[src/rtl/alu_pipe_if.sv]
// alu_pipe_if: operand/result handshake bundle for alu_pipe.
//   master: operand source + result consumer (drives in_valid, A, B, S, out_ready)
//   slave : the ALU (drives in_ready, out_valid, OUT, zero, neg, ovf)
// W is the operand width; OUT is 2W bits wide.
interface alu_pipe_if #(
  parameter int unsigned W = 4
);
  logic           in_valid;
  logic           in_ready;
  logic [W-1:0]   A;
  logic [W-1:0]   B;
  logic [3:0]     S;
  logic           out_valid;
  logic           out_ready;
  logic [2*W-1:0] OUT;
  logic           zero;
  logic           neg;
  logic           ovf;

  modport master (
    output in_valid, A, B, S, out_ready,
    input  in_ready, out_valid, OUT, zero, neg, ovf
  );

  modport slave (
    input  in_valid, A, B, S, out_ready,
    output in_ready, out_valid, OUT, zero, neg, ovf
  );
endinterface

[src/rtl/alu_pipe.sv]
// alu_pipe: handshaked W-bit ALU with a 2W-bit registered result and flags.
// Ports:
//   clk    - rising-edge clock
//   rst_n  - asynchronous active-low reset
//   bus    - alu_pipe_if.slave: in_valid/in_ready/A/B/S on the operand side,
//            out_valid/out_ready/OUT/zero/neg/ovf on the result side.
// Non-MUL ops load the result on the accept edge; MUL (opcode 5) runs an
// iterative signed shift-add over W cycles before loading the result.
module alu_pipe #(
  parameter int unsigned W = 4
) (
  input  logic      clk,
  input  logic      rst_n,
  alu_pipe_if.slave bus
);

  localparam int unsigned RW     = 2 * W;
  localparam int unsigned CW     = $clog2(W);
  localparam logic [3:0]  OP_MUL = 4'h5;

  typedef enum logic {
    ST_IDLE = 1'b0,
    ST_MUL  = 1'b1
  } state_t;

  state_t        state_q, state_d;
  logic [CW-1:0] cnt_q, cnt_d;
  logic [RW-1:0] mcand_q, mcand_d;   // sign-extended A, doubled every step
  logic [W-1:0]  mplier_q, mplier_d; // B, LSB is the bit retired this step
  logic [RW-1:0] acc_q, acc_d;

  logic [RW-1:0] out_q, out_d;
  logic          out_valid_q, out_valid_d;
  logic          zero_q, zero_d;
  logic          neg_q, neg_d;
  logic          ovf_q, ovf_d;

  logic [RW-1:0] sext_a, sext_b, zext_a, zext_b;
  logic [RW-1:0] alu_res_c;
  logic [RW-1:0] addend_c;
  logic [RW-1:0] mul_step_c;
  logic [RW-1:0] load_val_c;
  logic          load_c;
  logic          load_ovf_c;
  logic          in_ready_c;
  logic          accept_c;

  // True when r fits in a W-bit signed value (top W+1 bits all equal).
  function automatic logic fits_w(input logic [RW-1:0] r);
    fits_w = (&r[RW-1:W-1]) | ~(|r[RW-1:W-1]);
  endfunction

  assign sext_a = {{W{bus.A[W-1]}}, bus.A};
  assign sext_b = {{W{bus.B[W-1]}}, bus.B};
  assign zext_a = {{W{1'b0}}, bus.A};
  assign zext_b = {{W{1'b0}}, bus.B};

  // Single-cycle opcodes; MUL is produced by the iterative datapath.
  always_comb begin
    alu_res_c = '0;
    case (bus.S)
      4'h0: alu_res_c = sext_a + RW'(1);
      4'h1: alu_res_c = sext_b + RW'(1);
      4'h2: alu_res_c = sext_a;
      4'h3: alu_res_c = sext_b;
      4'h4: alu_res_c = sext_a - RW'(1);
      4'h5: alu_res_c = '0;
      4'h6: alu_res_c = sext_a + sext_b;
      4'h7: alu_res_c = sext_a - sext_b;
      4'h8: alu_res_c = RW'(0) - zext_a;
      4'h9: alu_res_c = RW'(0) - zext_b;
      4'hA: alu_res_c = {{W{1'b0}}, bus.A & bus.B};
      4'hB: alu_res_c = {{W{1'b0}}, bus.A | bus.B};
      4'hC: alu_res_c = {{W{1'b0}}, bus.A ^ bus.B};
      4'hD: alu_res_c = {{W{1'b0}}, ~(bus.A ^ bus.B)};
      4'hE: alu_res_c = {{W{1'b0}}, ~(bus.A & bus.B)};
      4'hF: alu_res_c = {{W{1'b0}}, ~(bus.A | bus.B)};
    endcase
  end

  // State register.
  always_ff @(posedge clk or negedge rst_n) begin
    if (!rst_n) begin
      state_q <= ST_IDLE;
    end else begin
      state_q <= state_d;
    end
  end

  // Next-state logic.
  always_comb begin
    state_d = state_q;
    case (state_q)
      ST_IDLE: if (accept_c && (bus.S == OP_MUL)) state_d = ST_MUL;
      ST_MUL:  if (cnt_q == '0) state_d = ST_IDLE;
      default: state_d = ST_IDLE;
    endcase
  end

  // Handshake, multiplier step and output-register next values.
  always_comb begin
    in_ready_c  = (state_q == ST_IDLE) && (!out_valid_q || bus.out_ready);
    accept_c    = bus.in_valid && in_ready_c;
    addend_c    = mplier_q[0] ? mcand_q : '0;
    // The final step retires B's sign bit, whose weight is negative.
    mul_step_c  = (cnt_q == '0) ? (acc_q - addend_c) : (acc_q + addend_c);

    cnt_d       = cnt_q;
    mcand_d     = mcand_q;
    mplier_d    = mplier_q;
    acc_d       = acc_q;
    load_c      = 1'b0;
    load_val_c  = alu_res_c;
    load_ovf_c  = 1'b0;
    out_valid_d = out_valid_q && !bus.out_ready;

    case (state_q)
      ST_IDLE: begin
        if (accept_c) begin
          if (bus.S == OP_MUL) begin
            cnt_d       = CW'(W - 1);
            mcand_d     = sext_a;
            mplier_d    = bus.B;
            acc_d       = '0;
            out_valid_d = 1'b0;
          end else begin
            load_c     = 1'b1;
            load_val_c = alu_res_c;
            load_ovf_c = !bus.S[3] && !fits_w(alu_res_c);
          end
        end
      end
      ST_MUL: begin
        mcand_d  = mcand_q << 1;
        mplier_d = mplier_q >> 1;
        acc_d    = mul_step_c;
        if (cnt_q == '0) begin
          load_c     = 1'b1;
          load_val_c = mul_step_c;
          load_ovf_c = !fits_w(mul_step_c);
        end else begin
          cnt_d = cnt_q - CW'(1);
        end
      end
      default: ;
    endcase

    if (load_c) out_valid_d = 1'b1;
    out_d  = load_c ? load_val_c : out_q;
    zero_d = load_c ? (load_val_c == '0) : zero_q;
    neg_d  = load_c ? load_val_c[RW-1] : neg_q;
    ovf_d  = load_c ? load_ovf_c : ovf_q;
  end

  // Datapath and output registers.
  always_ff @(posedge clk or negedge rst_n) begin
    if (!rst_n) begin
      cnt_q       <= '0;
      mcand_q     <= '0;
      mplier_q    <= '0;
      acc_q       <= '0;
      out_q       <= '0;
      out_valid_q <= 1'b0;
      zero_q      <= 1'b0;
      neg_q       <= 1'b0;
      ovf_q       <= 1'b0;
    end else begin
      cnt_q       <= cnt_d;
      mcand_q     <= mcand_d;
      mplier_q    <= mplier_d;
      acc_q       <= acc_d;
      out_q       <= out_d;
      out_valid_q <= out_valid_d;
      zero_q      <= zero_d;
      neg_q       <= neg_d;
      ovf_q       <= ovf_d;
    end
  end

  assign bus.in_ready  = in_ready_c;
  assign bus.out_valid = out_valid_q;
  assign bus.OUT       = out_q;
  assign bus.zero      = zero_q;
  assign bus.neg       = neg_q;
  assign bus.ovf       = ovf_q;

endmodule
[src/flat_wrapper.sv]
// flat-port wrapper written by rule: the top's interface ports become plain ports
module alu_pipe_flat 
#(
  parameter int unsigned W = 4
)
  (clk, rst_n, bus_in_valid, bus_A, bus_B, bus_S, bus_out_ready, bus_in_ready, bus_out_valid, bus_OUT, bus_zero, bus_neg, bus_ovf);
  alu_pipe_if #(.W(W)) bus_i ();
  input  logic clk;
  input  logic rst_n;
  input wire logic [$bits(bus_i.in_valid)-1:0] bus_in_valid;
  input wire logic [$bits(bus_i.A)-1:0] bus_A;
  input wire logic [$bits(bus_i.B)-1:0] bus_B;
  input wire logic [$bits(bus_i.S)-1:0] bus_S;
  input wire logic [$bits(bus_i.out_ready)-1:0] bus_out_ready;
  output wire logic [$bits(bus_i.in_ready)-1:0] bus_in_ready;
  output wire logic [$bits(bus_i.out_valid)-1:0] bus_out_valid;
  output wire logic [$bits(bus_i.OUT)-1:0] bus_OUT;
  output wire logic [$bits(bus_i.zero)-1:0] bus_zero;
  output wire logic [$bits(bus_i.neg)-1:0] bus_neg;
  output wire logic [$bits(bus_i.ovf)-1:0] bus_ovf;
  assign bus_i.in_valid = bus_in_valid;
  assign bus_i.A = bus_A;
  assign bus_i.B = bus_B;
  assign bus_i.S = bus_S;
  assign bus_i.out_ready = bus_out_ready;
  assign bus_in_ready = bus_i.in_ready;
  assign bus_out_valid = bus_i.out_valid;
  assign bus_OUT = bus_i.OUT;
  assign bus_zero = bus_i.zero;
  assign bus_neg = bus_i.neg;
  assign bus_ovf = bus_i.ovf;
  alu_pipe #(.W(W)) u_core (.clk(clk), .rst_n(rst_n), .bus(bus_i));
endmodule
[config.mk]
export PLATFORM = sky130hd
export DESIGN_NAME = alu_pipe_flat
export DESIGN_NICKNAME = d
export VERILOG_FILES = /design/src/rtl/alu_pipe_if.sv /design/src/rtl/alu_pipe.sv /design/src/flat_wrapper.sv
export SDC_FILE = /design/constraint.sdc
export NUM_CORES = 1
export LEC_CHECK = 0
export ABC_AREA = 0
export ABC_CLOCK_PERIOD_IN_PS = 7200
export CAP_MARGIN = 20
export CORE_MARGIN = 2
export CORE_UTILIZATION = 35
export DETAILED_ROUTE_END_ITERATION = 16
export PLACE_DENSITY = 0.52
export SYNTH_ARGS = -nofsm -noshare
export SYNTH_HDL_FRONTEND = slang
export SYNTH_SLANG_ARGS = --single-unit
[constraint.sdc]
create_clock -name clk -period 7.2 [get_ports clk]
set_clock_uncertainty 0.05 [all_clocks]
set_input_delay 1.08 -clock clk [delete_from_list [all_inputs] [get_ports clk]]
set_output_delay 1.08 -clock clk [all_outputs]
set_load 0.03 [all_outputs]
After elaboration in Yosys (flattened, before gate mapping). Index checks and enable logic that the tools add are counted.

Logic and storage cells: 102. Flip-flop bits (word level): 35.

Reduce and logical (&&, ||, !) cells: 20. Eq/ne operators: 18. Bitwise operators: 11. $add $sub $neg: 10. Muxes and demuxes: 33.

Operators with widths (number): 8-bit one-hot mux with 16 select lines (1); 8-bit 2-to-1 mux (7); 8-bit one-hot mux with 2 select lines (3); 4-bit equality test, second input constant (8); 4-bit by 3-bit equality test with 1-bit output, second input constant (4); 1-bit 2-to-1 mux (12); 4-bit NOT (3); 4-bit by 2-bit adder with 5-bit output, second input constant (2); 5-bit AND reduction (2); 5-bit OR reduction (2); 1-bit by 4-bit subtractor with 5-bit output, first input constant (2); 8-bit adder (1); 4-bit by 2-bit equality test with 1-bit output, second input constant (2); 8-bit zero test (1); 4-bit 2-to-1 mux (2); 4-bit one-hot mux with 2 select lines (1); 8-bit subtractor (1); 2-bit 2-to-1 mux (3); 1-bit one-hot mux with 2 select lines (3); 4-bit by 4-bit adder with 5-bit output (1); 1-bit logical AND (5); 1-bit zero test (5); 4-bit by 2-bit subtractor with 5-bit output, second input constant (1); 4-bit by 4-bit subtractor with 5-bit output (1); other kinds (15) (19).

Longest topological paths before layout. Gate-level depths: netlist of run 1.

Depth after elaboration: 11. Gate-level depth with buffers: 15.

Worst setup path after synthesis of run 1. Ideal clock, no wire load.

Path kind: input to register. Start point: in bus_B[0]. End point: reg u_core.zero_q (netlist: u_core.bus.zero). Slack: 3317 ps. Stages: 13. Library setup time: 104 ps. Arrival time: 3730 ps. Cell sequence: clkbuf_1 -> inv_1 -> ha_1 -> a21oi_1 -> o21ai_0 -> fa_1 -> nand2b_1 -> a21oi_1 -> xnor2_1 -> mux2i_1 -> or3_1 -> o22a_1 -> o41ai_2.

Word-level cells in the longest chain between the ends: 6. Elaborated cells on any way between the ends: 14.

RTL lines: start, declared (RTL line flat_wrapper.sv:12) `input wire logic [$bits(bus_i.B)-1:0] bus_B;`; branches (longest 2 deep; another with 1-bit by 4-bit subtractor with 5-bit output); 8-bit one-hot mux with 16 select lines * (RTL line alu_pipe.sv:61) `case (bus.S)`; 8-bit 2-to-1 mux (RTL line alu_pipe.sv:137) `if (cnt_q == '0) begin`; 8-bit one-hot mux with 2 select lines * (RTL line alu_pipe.sv:117) `case (state_q)`; 8-bit zero test * (RTL line alu_pipe.sv:150) `zero_d = load_c ? (load_val_c == '0) : zero_q;`; end signal, assigned (RTL line alu_pipe.sv:174) `zero_q <= zero_d;`; end, declared (RTL line alu_pipe.sv:34) `logic zero_q, zero_d;`.

Mark *: on every way between the ends. A chain may end at the register's enable or synchronous reset.

Final worst setup path of run 1.
Start point: in bus_S[3]. End point: reg u_core.zero_q (netlist: u_core.bus.zero).

Word-level cells in the longest chain between the ends: 5. Elaborated cells on any way between the ends: 23.

RTL lines: start, declared (RTL line flat_wrapper.sv:13) `input wire logic [$bits(bus_i.S)-1:0] bus_S;`; 4-bit equality test (tied with other cells) (RTL line alu_pipe.sv:61); 8-bit one-hot mux with 16 select lines (RTL line alu_pipe.sv:61); 8-bit 2-to-1 mux (RTL line alu_pipe.sv:137); 8-bit one-hot mux with 2 select lines (RTL line alu_pipe.sv:117); 8-bit zero test (RTL line alu_pipe.sv:150).

Several ways; a longest one is shown, not always the timed one.

==> metrics.md, run 1 <==
| Metric | Value |
|---|---|
| Status | `finished, final reports clean` |
| Filler cell count | `913` |
| Post-route ant nets | `0` |
| Routability cong. | `0.892` |
| Sequential-to-total area share from yosys stat | `0.269` |
| Type of origin of the critical path | `input port` |
| Max stage delay cell, worst path | `clkdlybuf4s50_1` |
| Final period util | `0.612` |
| Cell Int Power | `860 uW` |
| Max Cap Violations | `0` |
| Clk slew on worst S/H paths | `0.08 ns` |
| R2R depth | `13` |
| Setup TNS | `0 ns` |
| Fraction of the mapped netlist area in simple logic gates | `0.239` |
| #FFs+latches synth | `34` |
| First-pass GRT wire length | `14900 um` |
| Post-Syn Instances | `408` |
| Initial Utilization | `0.361` |
| Detail Placement HPWL | `6680 um` |
| Drt wl/cell | `16.8 um` |
| Async SR Flop Fraction | `1.00` |
| Met1 wire length | `4190 um` |
| Top delay family on crit path | `simple AND/OR/NAND/NOR gates` |
| Worst skew pair latency | `0.29 ns` |
| Metal2 WL | `4260 um` |
| Ys flop type | `dfrtp_1` |
| Vias in the first global route | `3015` |
| Die ar. | `0.00981 mm2` |
| Largest family of logic cells by synthesized area | `compound AO/OA/AOI/OAI gates` |
| Initial antenna violation count | `0` |
| EDFF count, synth | `0` |
| Post-Syn Nets | `450` |
| Top Metal Used | `met4` |
| Hold Crit Start | `u_core.cnt_q[0]` |
| Slew @ Worst Pin | `0.925 ns` |
| Design Area, Final | `0.00363 mm2` |
| Critical path data required time | `7.35 ns` |
| Clk sinks | `34` |
| GRT overflow | `0` |
| Post-synthesis xor/xnor area fraction | `0.0443` |
| Synth Area in Compound Gates | `0.260` |
| Final setup fails | `0` |
| Metal3 WL | `339 um` |
| Combinational share of power | `0.659` |
| Die width | `99.1 um` |
| CTS buffer count | `5` |
| FF-to-FF setup slack | `3.33 ns` |
| Final nets | `466` |
| Crit-path cells | `clkdlybuf4s50_1 > and2b_1 > nand3_1 > ha_1 > fa_1 > nand2b_1 > a21oi_1 > xnor2_1 > mux2i_1 > or3_1 > o22a_1 > o41ai_2` |
| Worst rel slew slack | `0.382` |
| Overall routing resource usage | `0.187` |
| Antenna diodes | `0` |
| Placeable core area | `0.00876 mm2` |
| RSZ-0062 raised after global routing | `false` |
| Layout area overhead | `14.9%` |
| FF-to-FF End | `u_core.bus.ovf` |
| H-tree depth | `2` |
| Hold Path Class | `register to register` |
| First DRT Iteration DRCs | `128` |
| CTS tree | `done` |
| Final Hold Viols | `0` |
| Kind of end point of the critical path | `register` |
| Drt first pass iters | `4` |
| Reg2reg start | `u_core.mplier_q[0]` |
| Mapped cell area | `0.00316 mm2` |
| Tmin final | `4.41 ns` |
| Placed Area | `0.00350 mm2` |
| Setup Crit Path Kind | `input port to register` |
| Post-synthesis mux area share | `0.0233` |
| Total wire length | `8960 um` |
| Layout cell share with drive strength beyond 1 | `0.0471` |
| CTS resizes | `0` |
| Hold path depth | `1` |
| Psw | `846 uW` |
| Die Ht | `99.1 um` |
| Vias | `3067` |
| Drt drc | `0` |
| Yosys warns | `0` |
| Clock Tree Buf Depth | `2` |
| I/O Buffers | `28` |
| Top Ports | `29` |
| CTS Hold Bufs | `0` |
| FMAX | `227 MHz` |
| Maximum VDD drop | `168 uV` |
| Mean Syn Cell Area | `7.75 um2` |
| Worst Setup SP | `bus_S[3]` |
| Max-slew violation count | `0` |
| Clock Tree Root | `clkbuf_8` |
| PD cells | `469 mW/mm2` |
| Worst Path Arrival | `4.56 ns` |
| Hold Crit Endpoint | `u_core.cnt_q[0]` |
| Largest stage delay on the critical path | `0.82 ns` |
| Core Rows | `34` |
| Synth Area in Adders | `0.108` |
| Via density | `5.75` |
| CP max FO | `21` |
| Leak pwr | `1.52 nW` |
| Clock share of power | `0.131` |
| Yosys cell types | `59` |
| Post-CTS Setup Repair Bufs | `0` |
| Pin count of the biggest net entering global routing | `35` |
| Switching Fraction | `0.496` |
| Seq pwr share | `0.210` |
| Critical path buffers and inverters | `1` |
==> area by class of cell <==
| cell class | count | area, um2 | share of cell area |
|---|---|---|---|
| multi-input combinational | 329 | 2130 | 0.587 |
| sequential | 34 | 851 | 0.234 |
| timing repair buffer | 29 | 283 | 0.0778 |
| tap | 108 | 135 | 0.0372 |
| inverter | 25 | 93.8 | 0.0258 |
| clock buffer | 5 | 68.8 | 0.0189 |
| clock inverter | 3 | 68.8 | 0.0189 |
==> per-stage QoR <==
step	power (mW)	hold slack [ns]	setup slack, ns	instances	util
after floorplan	1.17	0.390	3.32	408	-
after detailed placement	1.48	0.415	2.52	525	0.399
after global placement	1.48	0.406	2.58	525	0.399
after CTS	1.71	0.425	2.81	533	0.415
final	1.71	0.421	2.79	533	0.415
after global routing	1.86	0.446	2.58	533	0.415
==> how the worst max path moves through the flow <==
stage | end | slack [ns] | depth (start not counted)
floorplan | u_core.bus.zero | 3.32 | 13
global placement | u_core.bus.zero | 2.58 | 13
detailed placement | u_core.bus.zero | 2.52 | 13
CTS | u_core.bus.zero | 2.81 | 13
global route | u_core.bus.zero | 2.58 | 12
finish | u_core.bus.zero | 2.79 | 12
==> sequential cells by signal (all words and copies together), names as in the netlist <==
signal / flops
u_core.acc_q: 8
u_core.bus.out_valid: 1
u_core.bus.ovf: 1
u_core.mplier_q: 4
u_core.state_q: 1
u_core.bus.OUT: 8
u_core.bus.zero: 1
u_core.mcand_q: 8
u_core.cnt_q: 2
==> cell usage in the layout (no fill, tap or decap), types with 3 or more instances in the layout <==
master,netlist,final
mux2_2,3,3
a31oi_1,3,3
xor2_1,6,6
nand2_1,48,48
dfrtp_1,34,34
nand2b_1,5,5
and3_1,4,4
nand3_1,12,12
o211ai_1,5,5
o31ai_1,7,7
nand4_1,3,3
o22ai_1,8,8
nor3_1,15,15
inv_1,25,25
clkdlybuf4s50_1,0,27
o21a_1,5,5
xnor2_1,10,10
a221o_1,6,6
o21ai_0,30,30
ha_1,24,24
a21oi_1,29,29
a211oi_1,3,3
mux2i_1,4,4
nor2b_1,8,8
o311ai_0,4,4
clkbuf_8,0,5
nor2_1,46,46
nor4_1,3,3
==> Yosys cell counts (3+ instances only) <==
master    number  area share
buf_1          3      0.0036
xor2_1         6       0.017
ha_1          24       0.095
nor4_1         3      0.0059
o22ai_1        8       0.016
a221o_1        6       0.019
xnor2_1       10       0.028
nand4_1        3      0.0059
nand2b_1       5      0.0099
mux2_2         3       0.011
nor2b_1        8       0.016
nor2_1        46       0.055
and3_1         4      0.0079
o311ai_0       4       0.011
a211oi_1       3      0.0071
inv_1         25       0.030
nand3_1       12       0.019
o31ai_1        7       0.017
o21a_1         5       0.012
a31oi_1        3      0.0059
dfrtp_1       34        0.27
o211ai_1       5       0.012
nand2_1       48       0.057
mux2i_1        4       0.013
clkbuf_1      13       0.015
nor3_1        15       0.024
a21oi_1       29       0.046
o21ai_0       30       0.047
==> layer usage <==
| layer | vias to the layer above | global-route usage |
|---|---|---|
| li1 | 1514 | - |
| met1 | 1475 | 0.250 |
| met2 | 66 | 0.312 |
| met3 | 12 | 0.0227 |
| met4 | 0 | 0.0664 |
| met5 | - | 0 |
==> cells by family (layout without fill, tap and decap cells) <==
logic type / count (synthesis) / count (layout)
muxes: 7 / 7
and+or+nand+nor: 158 / 158
buffers and inverters: 45 / 62
AOI/OAI and AO/OA: 122 / 122
adders and majority gates: 26 / 26
xor gates and xnor gates: 16 / 16
DFF: 34 / 34
==> power groups by stage <==
stage / logic, mW / registers [mW] / clock network (mW)
global placement: 1.12 / 0.360 / 0
floorplan: 0.773 / 0.398 / 0
global route: 1.26 / 0.371 / 0.234
detailed placement: 1.12 / 0.362 / 0
CTS: 1.12 / 0.358 / 0.230
finish: 1.12 / 0.358 / 0.223
No activity file was read; power rests on OpenSTA's default activity.
==> run 2, diff against run 1 <==
ABC_CLOCK_PERIOD_IN_PS = 3600   (was 7200)
PLACE_DENSITY = 0.54   (was 0.52)
clock period = 3.6 ns   (was 7.2 ns; I/O delays follow)
==> run 2 against run 1 <==
Effect of this change: first-iteration DRC count is 49% higher; cell count increased by 7.1%; via count is 4.6% higher; highest routed layer unchanged; register-to-register slack worse by 3.0 ns; non-clock buffer count grew 38; combinational power is 120% higher; global-route usage up 0.80 points; setup slack worse by 2.6 ns; sequential power rose by 89%; clock-buffer cell count increased by 1; die area did not move; critical path depth rose by 1.
==> metrics.md, run 2 (synthesis gave the netlist of run 1 again) <==
| Metric | Value |
|---|---|
| Leak pwr | `1.68 nW` |
| Top Ports | `29` |
| Clock Tree Buf Depth | `2` |
| First DRT Iteration DRCs | `191` |
| CTS Hold Bufs | `0` |
| Overall routing resource usage | `0.195` |
| Worst Path Arrival | `3.55 ns` |
| Layout cell share with drive strength beyond 1 | `0.132` |
| Final Hold Viols | `0` |
| Status | `finished, final reports clean` |
| Maximum VDD drop | `409 uV` |
| Kind of end point of the critical path | `register` |
| CTS tree | `done` |
| Worst rel slew slack | `0.470` |
| Post-route ant nets | `0` |
| Initial Utilization | `0.361` |
| Vias in the first global route | `3112` |
| Clk sinks | `34` |
| Pin count of the biggest net entering global routing | `35` |
| Final nets | `504` |
| CP max FO | `3` |
| Tmin final | `3.41 ns` |
| Setup Crit Path Kind | `input port to register` |
| Final setup fails | `0` |
| PD cells | `895 mW/mm2` |
| Slew @ Worst Pin | `0.795 ns` |
| Detail Placement HPWL | `7070 um` |
| FF-to-FF setup slack | `0.29 ns` |
| Max-slew violation count | `0` |
| Vias | `3209` |
| Type of origin of the critical path | `input port` |
| Reg2reg start | `u_core.mplier_q[0]` |
| Drt drc | `0` |
| Drt wl/cell | `16.0 um` |
| Layout area overhead | `22.9%` |
| Initial antenna violation count | `0` |
| H-tree depth | `2` |
| Max Cap Violations | `0` |
| Clk slew on worst S/H paths | `0.08 ns` |
| Routability cong. | `0.888` |
| First-pass GRT wire length | `15400 um` |
| Hold Path Class | `input port to asynchronous set/reset pin` |
| FF-to-FF End | `u_core.bus.zero` |
| Core Rows | `34` |
| Clock Tree Root | `clkbuf_8` |
| Total wire length | `9150 um` |
| Final period util | `0.947` |
| CTS buffer count | `5` |
| Power Total | `3.48 mW` |
| Setup ws final | `0.191 ns` |
| Die Ht | `99.1 um` |
| Commonest non-fill, non-tap cells in the layout | `48 x nand2_1, 45 x nor2_1, 39 x buf_4, 34 x dfrtp_1, 29 x a21oi_1` |
| Die ar. | `0.00981 mm2` |
| Commonest non-fill, non-tap cell in the layout | `nand2_1` |
| Antenna diodes | `0` |
| Worst skew pair latency | `0.29 ns` |
| Placeable core area | `0.00876 mm2` |
| Drt first pass iters | `4` |
| Place WS | `-0.172 ns` |
| R2R depth | `12` |
| Die width | `99.1 um` |
| GRT overflow | `0` |
| Critical path data required time | `3.74 ns` |
| I/O Buffers | `28` |
| FMAX | `293 MHz` |
| Via density | `5.62` |
==> run 2: changes by cell type in the layout (fill, tap and decap cells not counted), moves of 2 or more <==
cell | before | now
o21ai_0 | 30 | 28
bufinv_16 | 2 | 0
o21ai_1 | 1 | 3
buf_4 | 1 | 39
==> run 2: cell type report <==
class,instances,area [um2]
inverter,25,93.8
clock buffer,6,82.6
timing repair buffer,67,568
fill,913,4880
clock inverter,2,12.5
tap,108,135
multi-input combinational,329,2140
sequential,34,851
==> run 2: how the worst max path moves through the flow <==
stage / endpoint / depth (start not counted) / start / slack (ns)
3_3_place_gp: u_core.bus.zero / 13 / bus_B[0] / -0.12
4_1_cts: u_core.bus.zero / 12 / u_core.cnt_q[0] / 0.09
3_5_place_dp: u_core.bus.zero / 13 / bus_B[0] / -0.17
6_report: u_core.bus.zero / 13 / bus_B[0] / 0.19
5_1_grt: u_core.bus.ovf / 13 / u_core.mplier_q[0] / -0.007
2_1_floorplan: u_core.bus.zero / 14 / u_core.mplier_q[0] / 0.17
==> run 2: where the power goes <==
part,internal (mW),leakage [nW],total [mW],switching [mW]
Clock,0.154,0.0472,0.315,0.161
Sequential,0.556,0.416,0.675,0.119
Combinational,1.06,1.22,2.49,1.43
==> run 2: timing repair <==
item / in CTS / in global routing
setup buffers: 0 / 0
resized for setup: 0 / 5
setup endpoints to repair: 0 / 2
==> run 2: worst max-delay path, cell delays in order <==
cell and delay (ns):
clkdlybuf4s50_1 0.47, inv_1 0.06, ha_1 0.31, a21oi_1 0.16, o21ai_1 0.14, fa_1 0.42, nand2b_1 0.15, a21oi_1 0.17
xnor2_1 0.16, mux2i_1 0.13, or3_1 0.35, o22a_1 0.18, o41ai_2 0.30
==> run 2: per-layer routing <==
metal  global-route usage  part of all wire
met4               0.0537             0.015
met5                    0                 0
met1                0.261              0.47
met3               0.0227             0.033
met2                0.334              0.48
==> run 2: metrics by stage <==
stage               cell area, um2  hold WS [ns]  TNS [ns]  cells   util
finish                        3890         0.272         0    571  0.444
detailed placement            3780         0.411    -0.309    563  0.431
CTS                           3880         0.310         0    571  0.442
global placement              3780         0.405    -0.121    563  0.431
global route                  3890         0.359  -0.00731    571  0.444
floorplan                     3160         0.194         0    408      -
